`src/rtl/servo_motion_sequencer_if.sv`:
```
// rtl/servo_motion_sequencer_if.sv - command, current-sense and PWM-side signals of the motion sequencer
interface servo_motion_sequencer_if #(
    parameter int ANG_W = 8,
    parameter int CUR_W = 12
);
    logic             cmd_valid;
    logic [ANG_W-1:0] cmd_angle;
    logic             cmd_ready;
    logic [CUR_W-1:0] current_meas;
    logic             fault_clr;
    logic [ANG_W-1:0] setpoint;
    logic             setpoint_upd;
    logic             frame_tick;
    logic             pwm_en;
    logic             busy;
    logic             fault;

    modport master (
        output cmd_valid, cmd_angle, current_meas, fault_clr,
        input  cmd_ready, setpoint, setpoint_upd, frame_tick, pwm_en, busy, fault
    );

    modport slave (
        input  cmd_valid, cmd_angle, current_meas, fault_clr,
        output cmd_ready, setpoint, setpoint_upd, frame_tick, pwm_en, busy, fault
    );
endinterface

```
`src/rtl/servo_motion_sequencer.sv`:
```
// rtl/servo_motion_sequencer.sv - frame-paced setpoint slew toward a commanded angle with overcurrent trip
module servo_motion_sequencer #(
    parameter int FRAME_CYCLES = 1_000_000,
    parameter int ANG_W        = 8,
    parameter int MAX_ANGLE    = 180,
    parameter int PARK_ANGLE   = 90,
    parameter int STEP_DEG     = 6,
    parameter int CUR_W        = 12,
    parameter int I_LIMIT      = 3000,
    parameter int OC_FRAMES    = 3
) (
    input  logic                   clk,
    input  logic                   rst_n,
    servo_motion_sequencer_if.slave bus
);
    localparam int CNT_W = $clog2(FRAME_CYCLES);
    localparam int OC_W  = $clog2(OC_FRAMES + 1);
    localparam logic [CNT_W-1:0] LAST_CNT = CNT_W'(FRAME_CYCLES - 1);
    localparam logic [ANG_W-1:0] MAX_A    = ANG_W'(MAX_ANGLE);
    localparam logic [ANG_W-1:0] PARK_A   = ANG_W'(PARK_ANGLE);
    localparam logic [ANG_W-1:0] STEP_A   = ANG_W'(STEP_DEG);
    localparam logic [CUR_W-1:0] I_LIM    = CUR_W'(I_LIMIT);
    localparam logic [OC_W-1:0]  OC_MAX   = OC_W'(OC_FRAMES);

    typedef enum logic [1:0] {ST_IDLE, ST_RAMP, ST_FAULT} state_e;

    state_e           state_q, state_d;
    logic [CNT_W-1:0] cnt_q, cnt_d;
    logic             tick_q, tick_d;
    logic [ANG_W-1:0] setpoint_q, setpoint_d;
    logic [ANG_W-1:0] target_q, target_d;
    logic [OC_W-1:0]  oc_q, oc_d;
    logic             upd_q, upd_d;

    logic [ANG_W-1:0] clamped, diff, stepped;
    logic [OC_W-1:0]  oc_inc;
    logic             xfer, trip, up;

    assign cnt_d  = (cnt_q == LAST_CNT) ? '0 : cnt_q + 1'b1;
    assign tick_d = (cnt_d == LAST_CNT);

    assign clamped = (bus.cmd_angle > MAX_A) ? MAX_A : bus.cmd_angle;
    assign xfer    = bus.cmd_valid && (state_q == ST_IDLE);

    // Over-limit frames count up and saturate; any under-limit frame restarts the run.
    assign oc_inc = (bus.current_meas >= I_LIM) ? ((oc_q == OC_MAX) ? oc_q : oc_q + 1'b1) : '0;
    assign trip   = tick_q && (state_q != ST_FAULT) && (oc_inc == OC_MAX);

    // Step is bounded by the remaining distance so the ramp lands exactly on target.
    assign up      = (target_q > setpoint_q);
    assign diff    = up ? (target_q - setpoint_q) : (setpoint_q - target_q);
    assign stepped = (diff <= STEP_A) ? target_q
                   : (up ? setpoint_q + STEP_A : setpoint_q - STEP_A);

    always_comb begin
        state_d    = state_q;
        setpoint_d = setpoint_q;
        target_d   = target_q;
        oc_d       = oc_q;
        upd_d      = 1'b0;
        if (tick_q && (state_q != ST_FAULT)) begin
            oc_d = oc_inc;
        end
        case (state_q)
            ST_IDLE: begin
                if (xfer) begin
                    target_d = clamped;
                end
                if (trip) begin
                    state_d = ST_FAULT;
                end else if (xfer && (clamped != setpoint_q)) begin
                    state_d = ST_RAMP;
                end
            end
            ST_RAMP: begin
                if (trip) begin
                    state_d = ST_FAULT;
                end else if (tick_q) begin
                    setpoint_d = stepped;
                    upd_d      = 1'b1;
                    if (stepped == target_q) begin
                        state_d = ST_IDLE;
                    end
                end
            end
            ST_FAULT: begin
                if (bus.fault_clr) begin
                    state_d  = ST_IDLE;
                    target_d = setpoint_q;
                    oc_d     = '0;
                end
            end
            default: state_d = ST_IDLE;
        endcase
    end

    always_ff @(posedge clk or negedge rst_n) begin
        if (!rst_n) begin
            state_q    <= ST_IDLE;
            cnt_q      <= '0;
            tick_q     <= 1'b0;
            setpoint_q <= PARK_A;
            target_q   <= PARK_A;
            oc_q       <= '0;
            upd_q      <= 1'b0;
        end else begin
            state_q    <= state_d;
            cnt_q      <= cnt_d;
            tick_q     <= tick_d;
            setpoint_q <= setpoint_d;
            target_q   <= target_d;
            oc_q       <= oc_d;
            upd_q      <= upd_d;
        end
    end

    assign bus.cmd_ready    = (state_q == ST_IDLE);
    assign bus.setpoint     = setpoint_q;
    assign bus.setpoint_upd = upd_q;
    assign bus.frame_tick   = tick_q;
    assign bus.pwm_en       = (state_q != ST_FAULT);
    assign bus.busy         = (state_q == ST_RAMP);
    assign bus.fault        = (state_q == ST_FAULT);
endmodule

```
`src/flat_wrapper.sv`:
```
// flat-port wrapper written by rule: the top's interface ports become plain ports
module servo_motion_sequencer_flat 
#(
    parameter int FRAME_CYCLES = 1_000_000,
    parameter int ANG_W        = 8,
    parameter int MAX_ANGLE    = 180,
    parameter int PARK_ANGLE   = 90,
    parameter int STEP_DEG     = 6,
    parameter int CUR_W        = 12,
    parameter int I_LIMIT      = 3000,
    parameter int OC_FRAMES    = 3
)
  (clk, rst_n, bus_cmd_valid, bus_cmd_angle, bus_current_meas, bus_fault_clr, bus_cmd_ready, bus_setpoint, bus_setpoint_upd, bus_frame_tick, bus_pwm_en, bus_busy, bus_fault);
  servo_motion_sequencer_if #(.ANG_W(ANG_W), .CUR_W(CUR_W)) bus_i ();
  input  logic clk;
  input  logic rst_n;
  input wire logic [$bits(bus_i.cmd_valid)-1:0] bus_cmd_valid;
  input wire logic [$bits(bus_i.cmd_angle)-1:0] bus_cmd_angle;
  input wire logic [$bits(bus_i.current_meas)-1:0] bus_current_meas;
  input wire logic [$bits(bus_i.fault_clr)-1:0] bus_fault_clr;
  output wire logic [$bits(bus_i.cmd_ready)-1:0] bus_cmd_ready;
  output wire logic [$bits(bus_i.setpoint)-1:0] bus_setpoint;
  output wire logic [$bits(bus_i.setpoint_upd)-1:0] bus_setpoint_upd;
  output wire logic [$bits(bus_i.frame_tick)-1:0] bus_frame_tick;
  output wire logic [$bits(bus_i.pwm_en)-1:0] bus_pwm_en;
  output wire logic [$bits(bus_i.busy)-1:0] bus_busy;
  output wire logic [$bits(bus_i.fault)-1:0] bus_fault;
  assign bus_i.cmd_valid = bus_cmd_valid;
  assign bus_i.cmd_angle = bus_cmd_angle;
  assign bus_i.current_meas = bus_current_meas;
  assign bus_i.fault_clr = bus_fault_clr;
  assign bus_cmd_ready = bus_i.cmd_ready;
  assign bus_setpoint = bus_i.setpoint;
  assign bus_setpoint_upd = bus_i.setpoint_upd;
  assign bus_frame_tick = bus_i.frame_tick;
  assign bus_pwm_en = bus_i.pwm_en;
  assign bus_busy = bus_i.busy;
  assign bus_fault = bus_i.fault;
  servo_motion_sequencer #(.FRAME_CYCLES(FRAME_CYCLES), .ANG_W(ANG_W), .MAX_ANGLE(MAX_ANGLE), .PARK_ANGLE(PARK_ANGLE), .STEP_DEG(STEP_DEG), .CUR_W(CUR_W), .I_LIMIT(I_LIMIT), .OC_FRAMES(OC_FRAMES)) u_core (.clk(clk), .rst_n(rst_n), .bus(bus_i));
endmodule
```
`config.mk`:
```
export PLATFORM = sky130hd
export DESIGN_NAME = servo_motion_sequencer_flat
export DESIGN_NICKNAME = d
export VERILOG_FILES = /design/src/rtl/servo_motion_sequencer_if.sv /design/src/rtl/servo_motion_sequencer.sv /design/src/flat_wrapper.sv
export SDC_FILE = /design/constraint.sdc
export NUM_CORES = 1
export LEC_CHECK = 0
export CAP_MARGIN = 15
export CORE_MARGIN = 3
export CORE_UTILIZATION = 45
export CTS_CLUSTER_SIZE = 30
export DETAILED_ROUTE_END_ITERATION = 10
export GPL_TIMING_DRIVEN = 0
export PLACE_DENSITY = 0.74
export SLEW_MARGIN = 20
export SYNTH_ARGS = -nofsm -noshare
export SYNTH_HDL_FRONTEND = slang
export SYNTH_SLANG_ARGS = --single-unit
```
`constraint.sdc`:
```
create_clock -name clk -period 7.7 [get_ports clk]
set_input_delay 1.155 -clock clk [delete_from_list [all_inputs] [get_ports clk]]
set_output_delay 1.155 -clock clk [all_outputs]
set_load 0.1 [all_outputs]
```
==> results of run 1 <==
==> sequential cells by signal, summed over array words and instances (netlist names) <==
register and cells:
u_core.oc_q 2, u_core.cnt_q 20, u_core.target_q 8, u_core.bus.frame_tick 1, u_core.state_q 2, u_core.bus.setpoint 8
u_core.bus.setpoint_upd 1
==> layer usage <==
| layer | routed length (um) | part of all wire, % | vias up |
|---|---|---|---|
| met3 | 331 | 4.0 | 11 |
| met1 | 3877 | 47 | 1475 |
| li1 | - | - | 1525 |
| met4 | 106 | 1.3 | 0 |
| met2 | 3899 | 47 | 81 |
| met5 | 0 | 0 | - |
==> cell type report <==
cell class,count,area [um2]
flip-flops and latches,42,1061
well taps,99,123.9
multi-input cells,313,2195
inverters,33,126.4
repair buffers,33,342.8
clock inverters,3,23.77
clock buffers,5,68.82
fillers,700,3344
plain buffers,14,83.83
==> power by group <==
part	leakage (nW)	switching (mW)	internal, mW	total, mW
Combinational	1.10	0.0851	0.0722	0.157
Clock	0.0408	0.0821	0.0648	0.147
Sequential	0.519	0.00747	0.227	0.234
Total	1.66	0.175	0.364	0.538
==> worst max-delay path by stage <==
| stage | start | to | depth (start not counted) |
|---|---|---|---|
| floorplan | u_core.bus.setpoint[1] | u_core.state_q[0] | 16 |
| global placement | u_core.bus.setpoint[1] | u_core.state_q[0] | 16 |
| detailed placement | u_core.bus.setpoint[1] | u_core.state_q[0] | 16 |
| CTS | u_core.bus.setpoint[1] | u_core.state_q[0] | 16 |
| global route | u_core.bus.setpoint[1] | u_core.state_q[0] | 16 |
| finish | u_core.bus.setpoint[1] | u_core.state_q[0] | 16 |
==> logic make-up (layout without fill, tap and decap cells) <==
family          Yosys count  after routing
simple gates            136            136
compound gates          105            105
buf+inv                  47             88
flops                    42             42
xor+xnor                 39             39
fa+ha+maj                24             24
mux                       9              9
==> synthesized netlist by cell type (all sizes together) (3+ instances only) <==
| cell type | instances |
|---|---|
| nand2 | 36 |
| dfrtp | 34 |
| nor2 | 33 |
| inv | 32 |
| a21oi | 28 |
| o21ai | 27 |
| xnor2 | 22 |
| ha | 21 |
| xor2 | 16 |
| nand3 | 13 |
| mux2i | 9 |
| a31oi | 8 |
| clkbuf | 8 |
| dfstp | 8 |
| nand4 | 8 |
| nor4 | 8 |
| nor3 | 7 |
| or3 | 7 |
| buf | 6 |
| o211ai | 6 |
| a211oi | 4 |
| nand2b | 4 |
| a21o | 3 |
| and4 | 3 |
| fa | 3 |
| nand3b | 3 |
| nor2b | 3 |
| o2111ai | 3 |
| o21bai | 3 |
| o22ai | 3 |
| o31a | 3 |
==> per-stage QoR <==
stage	hold slack, ns	util, %	setup slack (ns)
global placement	0.4943	53.06	3.119
finish	0.5106	54.62	3.042
global route	0.5483	54.62	2.742
floorplan	0.4690	-	3.421
detailed placement	0.5060	53.36	3.113
CTS	0.5186	54.62	3.073
==> worst register-to-register path: cells and delay by family (launching register included) <==
| family | cells | cell delay, ns |
|---|---|---|
| XOR/XNOR | 1 | 0.27 |
| AND/OR/NAND/NOR | 2 | 0.52 |
| AO/OA/AOI/OAI | 8 | 1.62 |
| buffers and inverters | 3 | 0.60 |
| adder cells (fa/ha/maj) | 2 | 0.89 |
| flip-flops | 1 | 0.62 |
==> qor.csv, run 1 <==
metric,value,unit
first drt pass iteration count,5,
"commonest cells after routing, fill and taps aside","nand2_1 (34), dfrtp_1 (34), nor2_1 (33)",
CTS sink count,42,
Critical Path End Type,flop,
placed insts,534,
GRT overflow,0,
Fin. Hold Viols,0,
Synth area leaders,"dfrtp_1 (25%), ha_1 (7.6%), dfstp_2 (6.1%)",
GRT met1 Usage,27.25,%
reg2reg setup slack,3.04,ns
H-tree levels,2,
setup bufs post-CTS,0,
FF-to-FF Start,u_core.bus.setpoint[1],
max frequency,0.2147,GHz
pin count of the biggest net entering global routing,26,
CP Buf/Inv Count,3,
most used routing layer in global routing,met2,
initial antenna violation count,0,
worst stage delay on the critical path,0.62,ns
final wirelength,8214,um
final setup fails,0,
vias in the first global route,2960,
Total GRT Usage,19.59,%
crit path kind,reg2reg,
post-synthesis adder-cell area fraction,9.314,%
antenna-violating nets left,0,
RSZ-0062 raised after global routing,false,
die area,0.008791,mm2
Tmin final,4.658,ns
Critical Path AT,4.82,ns
Worst EP required,7.86,ns
Mapped Nets,450,
Num CTS Buffers,5,
Yosys Warn Count,0,
Synth Area per Inst,8.621,um2
DR DRC count,0,
Root Buffer,clkbuf_8,
CP Cell Sequence,clkbuf_1 > inv_1 > fa_1 > a21oi_1 > o21bai_4 > a21oi_1 > or3_4 > inv_2 > fa_1 > a21o_1 > a21oi_1 > o21bai_1 > a21oi_1 > xnor3_1 > nor4_1 > o221ai_1,
gpl congestion,0.9778,
Post-Layout Cell Count,542,
dpl cell area,0.003933,mm2
Post-Synth XOR/XNOR Area,10.25,%
num rows,31,
worst min path class,reg2reg,
status,"complete, no violations",
"Clk Latency, worst-skew pair",0.30,ns
core area,0.007370,mm2
simple-gate share of the synthesized area,20.36,%
register area share after synthesis,30.61,%
slew margin rel.,34.82,%
largest family of logic cells by synthesized area,compound AO/OA/AOI/OAI gates,
cells after synthesis,402,
Leak,1.663,nW
total vias in the final route,3092,
Final Power,538.2,uW
dominant cell type by area after synthesis,dfrtp_1,
Initial Utilization,47.03,%
DR iter-0 viols,157,
area grow syn2layout,16.14,%
Layout Nets,490,
die width,93.76,um
io pins,38,
reg2reg end,u_core.state_q[0],
Tcrit/Tclk final,60.50,%
Min-Delay Startpoint,u_core.cnt_q[0],
clk slew on worst S/H paths,0.09,ns
clock skew,0.01016,ns
crit path launch type,flop,
CTS resizes,0,
Max clock buf depth,2,
top-area cell type share of the netlist area,24.55,%
Tightest Pin Transition,0.9747,ns
GR Util met3,2.644,%
synthesized flop and latch total,42,
# port buffers,32,
Hold EP,u_core.cnt_q[0],
CTS tree,yes,
Post-synth ARST share,100.0,%
post-layout instance area,0.004025,mm2
n_diodes,0,
Setup TNS,0,ns
Compound-Gate Fraction of Synth Area,20.79,%
maximum VDD drop,0.1686,mV
max-cap viol count,0,
cell with the most instances on the worst path,a21oi_1,
CP max-delay cell,dfstp_2,
synthesized area,0.003466,mm2
quantity of hold-fixing buffers added after cts,0,
Routed WL per cell,15.15,um
reg2reg path depth,16,
WHS Path Cells,1,
share of cells above drive strength 1,9.481,%
met2 usage,31.70,%
PD cells,133.7,mW/mm2
first-pass GRT wire length,13990,um
hpwl dp,6507,um
Via-to-Cell Ratio,5.705,
critical-path maximum fanout,8,
Final Max Slew Viols,0,
Die Ht,93.76,um
Yosys cell types,69,
post-synthesis mux area share,2.599,%
Crit path max-delay family,compound AO/OA/AOI/OAI gates,
"EDFF count, synth",0,
ys flop type,dfrtp_1,
No activity file was read; power rests on OpenSTA's default activity.
==> inputs of run 2 (changes only) <==
PLACE_DENSITY = 0.77   (was 0.74)
clock period = 4.17 ns   (was 7.7 ns; I/O delays follow)
==> qor.csv, run 2 (same netlist as run 1, synthesis figures left out) <==
metric,value,unit,change
post-layout instance area,0.004123,mm2,was 0.004025 mm2
placed insts,534,,unchanged
quantity of hold-fixing buffers added after cts,0,,unchanged
share of cells above drive strength 1,12.11,%,was 9.481%
reg2reg setup slack,0.15,ns,was 3.04 ns
"commonest cells after routing, fill and taps aside","nand2_1 (34), nor2_1 (33), dfrtp_1 (33)",,"was nand2_1 (34), dfrtp_1 (34), nor2_1 (33)"
DR iter-0 viols,164,,was 157
reg2reg path depth,16,,unchanged
Post-Layout Cell Count,545,,was 542
Filler cells,664,,was 700
first-pass GRT wire length,14390,um,was 13990 um
CTS sink count,42,,unchanged
CTS tree,yes,,unchanged
Num CTS Buffers,5,,unchanged
Initial Utilization,47.03,%,unchanged
Via-to-Cell Ratio,5.756,,was 5.705
vias in the first global route,2997,,was 2960
clock skew,0.006294,ns,was 0.01016 ns
Die Ht,93.76,um,unchanged
PD cells,258.7,mW/mm2,was 133.7 mW/mm2
gpl congestion,0.9043,,was 0.9778
Max clock buf depth,2,,unchanged
die area,0.008791,mm2,unchanged
Hold WS,0.2984,ns,was 0.5106 ns
num rows,31,,unchanged
core area,0.007370,mm2,unchanged
Leak,1.694,nW,was 1.663 nW
n_diodes,0,,unchanged
status,"complete, no violations",,unchanged
io pins,38,,unchanged
slew margin rel.,34.47,%,was 34.82%
critical-path maximum fanout,8,,unchanged
FF-to-FF Start,u_core.bus.setpoint[1],,unchanged
maximum VDD drop,0.2566,mV,was 0.1686 mV
register with the most flip-flops,u_core.cnt_q,,unchanged
Root Buffer,clkbuf_8,,unchanged
Final Max Slew Viols,0,,unchanged
Routed WL per cell,15.50,um,was 15.15 um
Critical Path AT,4.18,ns,was 4.82 ns
Total GRT Usage,20.16,%,was 19.59%
final wirelength,8446,um,was 8214 um
initial antenna violation count,0,,unchanged
crit path kind,reg2reg,,unchanged
clk slew on worst S/H paths,0.08,ns,was 0.09 ns
worst min path class,in2async,,was reg2reg
final setup fails,0,,unchanged
"Clk Latency, worst-skew pair",0.29,ns,was 0.30 ns
Tmin final,4.019,ns,was 4.658 ns
reg2reg end,u_core.state_q[0],,unchanged
DR DRC count,0,,unchanged
Final Power,1.066,mW,was 538.2 uW
hpwl dp,6640,um,was 6507 um
# port buffers,32,,unchanged
"commonest non-fill, non-tap cell in the layout",nand2_1,,
Tcrit/Tclk final,96.39,%,was 60.50%
Layout Nets,493,,was 490
max-cap viol count,0,,unchanged
GRT overflow,0,,unchanged
H-tree levels,2,,unchanged
Worst EP required,4.33,ns,was 7.86 ns
Tightest Pin Transition,0.9799,ns,was 0.9747 ns
area grow syn2layout,18.95,%,was 16.14%
Setup TNS,0,ns,unchanged
Critical Path End Type,flop,,unchanged
first drt pass iteration count,5,,unchanged
RSZ-0062 raised after global routing,false,,unchanged
die width,93.76,um,unchanged
max FFs per register,20,,unchanged
max frequency,0.2488,GHz,was 0.2147 GHz
dpl cell area,0.003938,mm2,was 0.003933 mm2
crit path launch type,flop,,unchanged
total vias in the final route,3137,,was 3092
Fin. Hold Viols,0,,unchanged
antenna-violating nets left,0,,unchanged
pin count of the biggest net entering global routing,23,,was 26
## run 2: critical path: stages (launching register included)
cell,delay (ns)
dfstp_4,0.66
clkbuf_4,0.20
inv_1,0.10
fa_2,0.44
a21oi_4,0.17
o21bai_4,0.08
a21oi_2,0.16
or3_4,0.15
buf_4,0.15
ha_2,0.32
a21o_1,0.21
a21oi_2,0.17
o21bai_1,0.12
a21oi_2,0.18
xnor3_1,0.29
nor4_4,0.34
o221ai_1,0.16
## run 2: repair_timing
item                                    CTS  global route
endpoints found under the setup margin    2             2
setup buffers                             3             0
hold endpoints to repair                  0             0
pin swaps                                 5             2
gates resized for setup                   7             7
## run 2: worst max path at each step
stage | cells after the start | slack, ns | end | from
floorplan | 16 | 0.005 | u_core.state_q[0] | u_core.bus.setpoint[1]
global placement | 16 | -0.46 | u_core.state_q[0] | u_core.bus.setpoint[1]
detailed placement | 16 | -0.55 | u_core.state_q[0] | u_core.bus.setpoint[1]
CTS | 16 | 0.03 | u_core.state_q[0] | u_core.bus.setpoint[1]
global route | 16 | 0.02 | u_core.state_q[0] | u_core.bus.setpoint[1]
finish | 16 | 0.15 | u_core.state_q[0] | u_core.bus.setpoint[1]
## run 2: final cells by class
type	instances	area, um2	share of cell area (%)
clock inverters	1	30.03	0.7284
inverters	33	126.4	3.065
repair buffers	36	365.4	8.862
multi-input cells	313	2247	54.51
well taps	99	123.9	3.005
plain buffers	14	87.58	2.124
flip-flops and latches	42	1066	25.86
clock buffers	7	76.32	1.851
## run 2: routing by layer
metal / routed length [um] / track usage (%)
met5: 0 / 0
met4: 121 / 5.415
met3: 330 / 2.885
met2: 4046 / 32.47
met1: 3948 / 28.30
## run 2: metrics by stage
step / utilization (%) / setup WS, ns
after floorplan: - / 0.005027
after global placement: 53.12 / -0.4586
after detailed placement: 53.43 / -0.5462
after CTS: 55.57 / 0.02607
after global routing: 55.94 / 0.01580
final: 55.94 / 0.1505
## run 2: power breakdown
group,switching [mW],total [mW],internal [mW]
registers,0.0135,0.432,0.419
clock network,0.135,0.314,0.179
logic,0.174,0.320,0.147
total,0.322,1.07,0.744
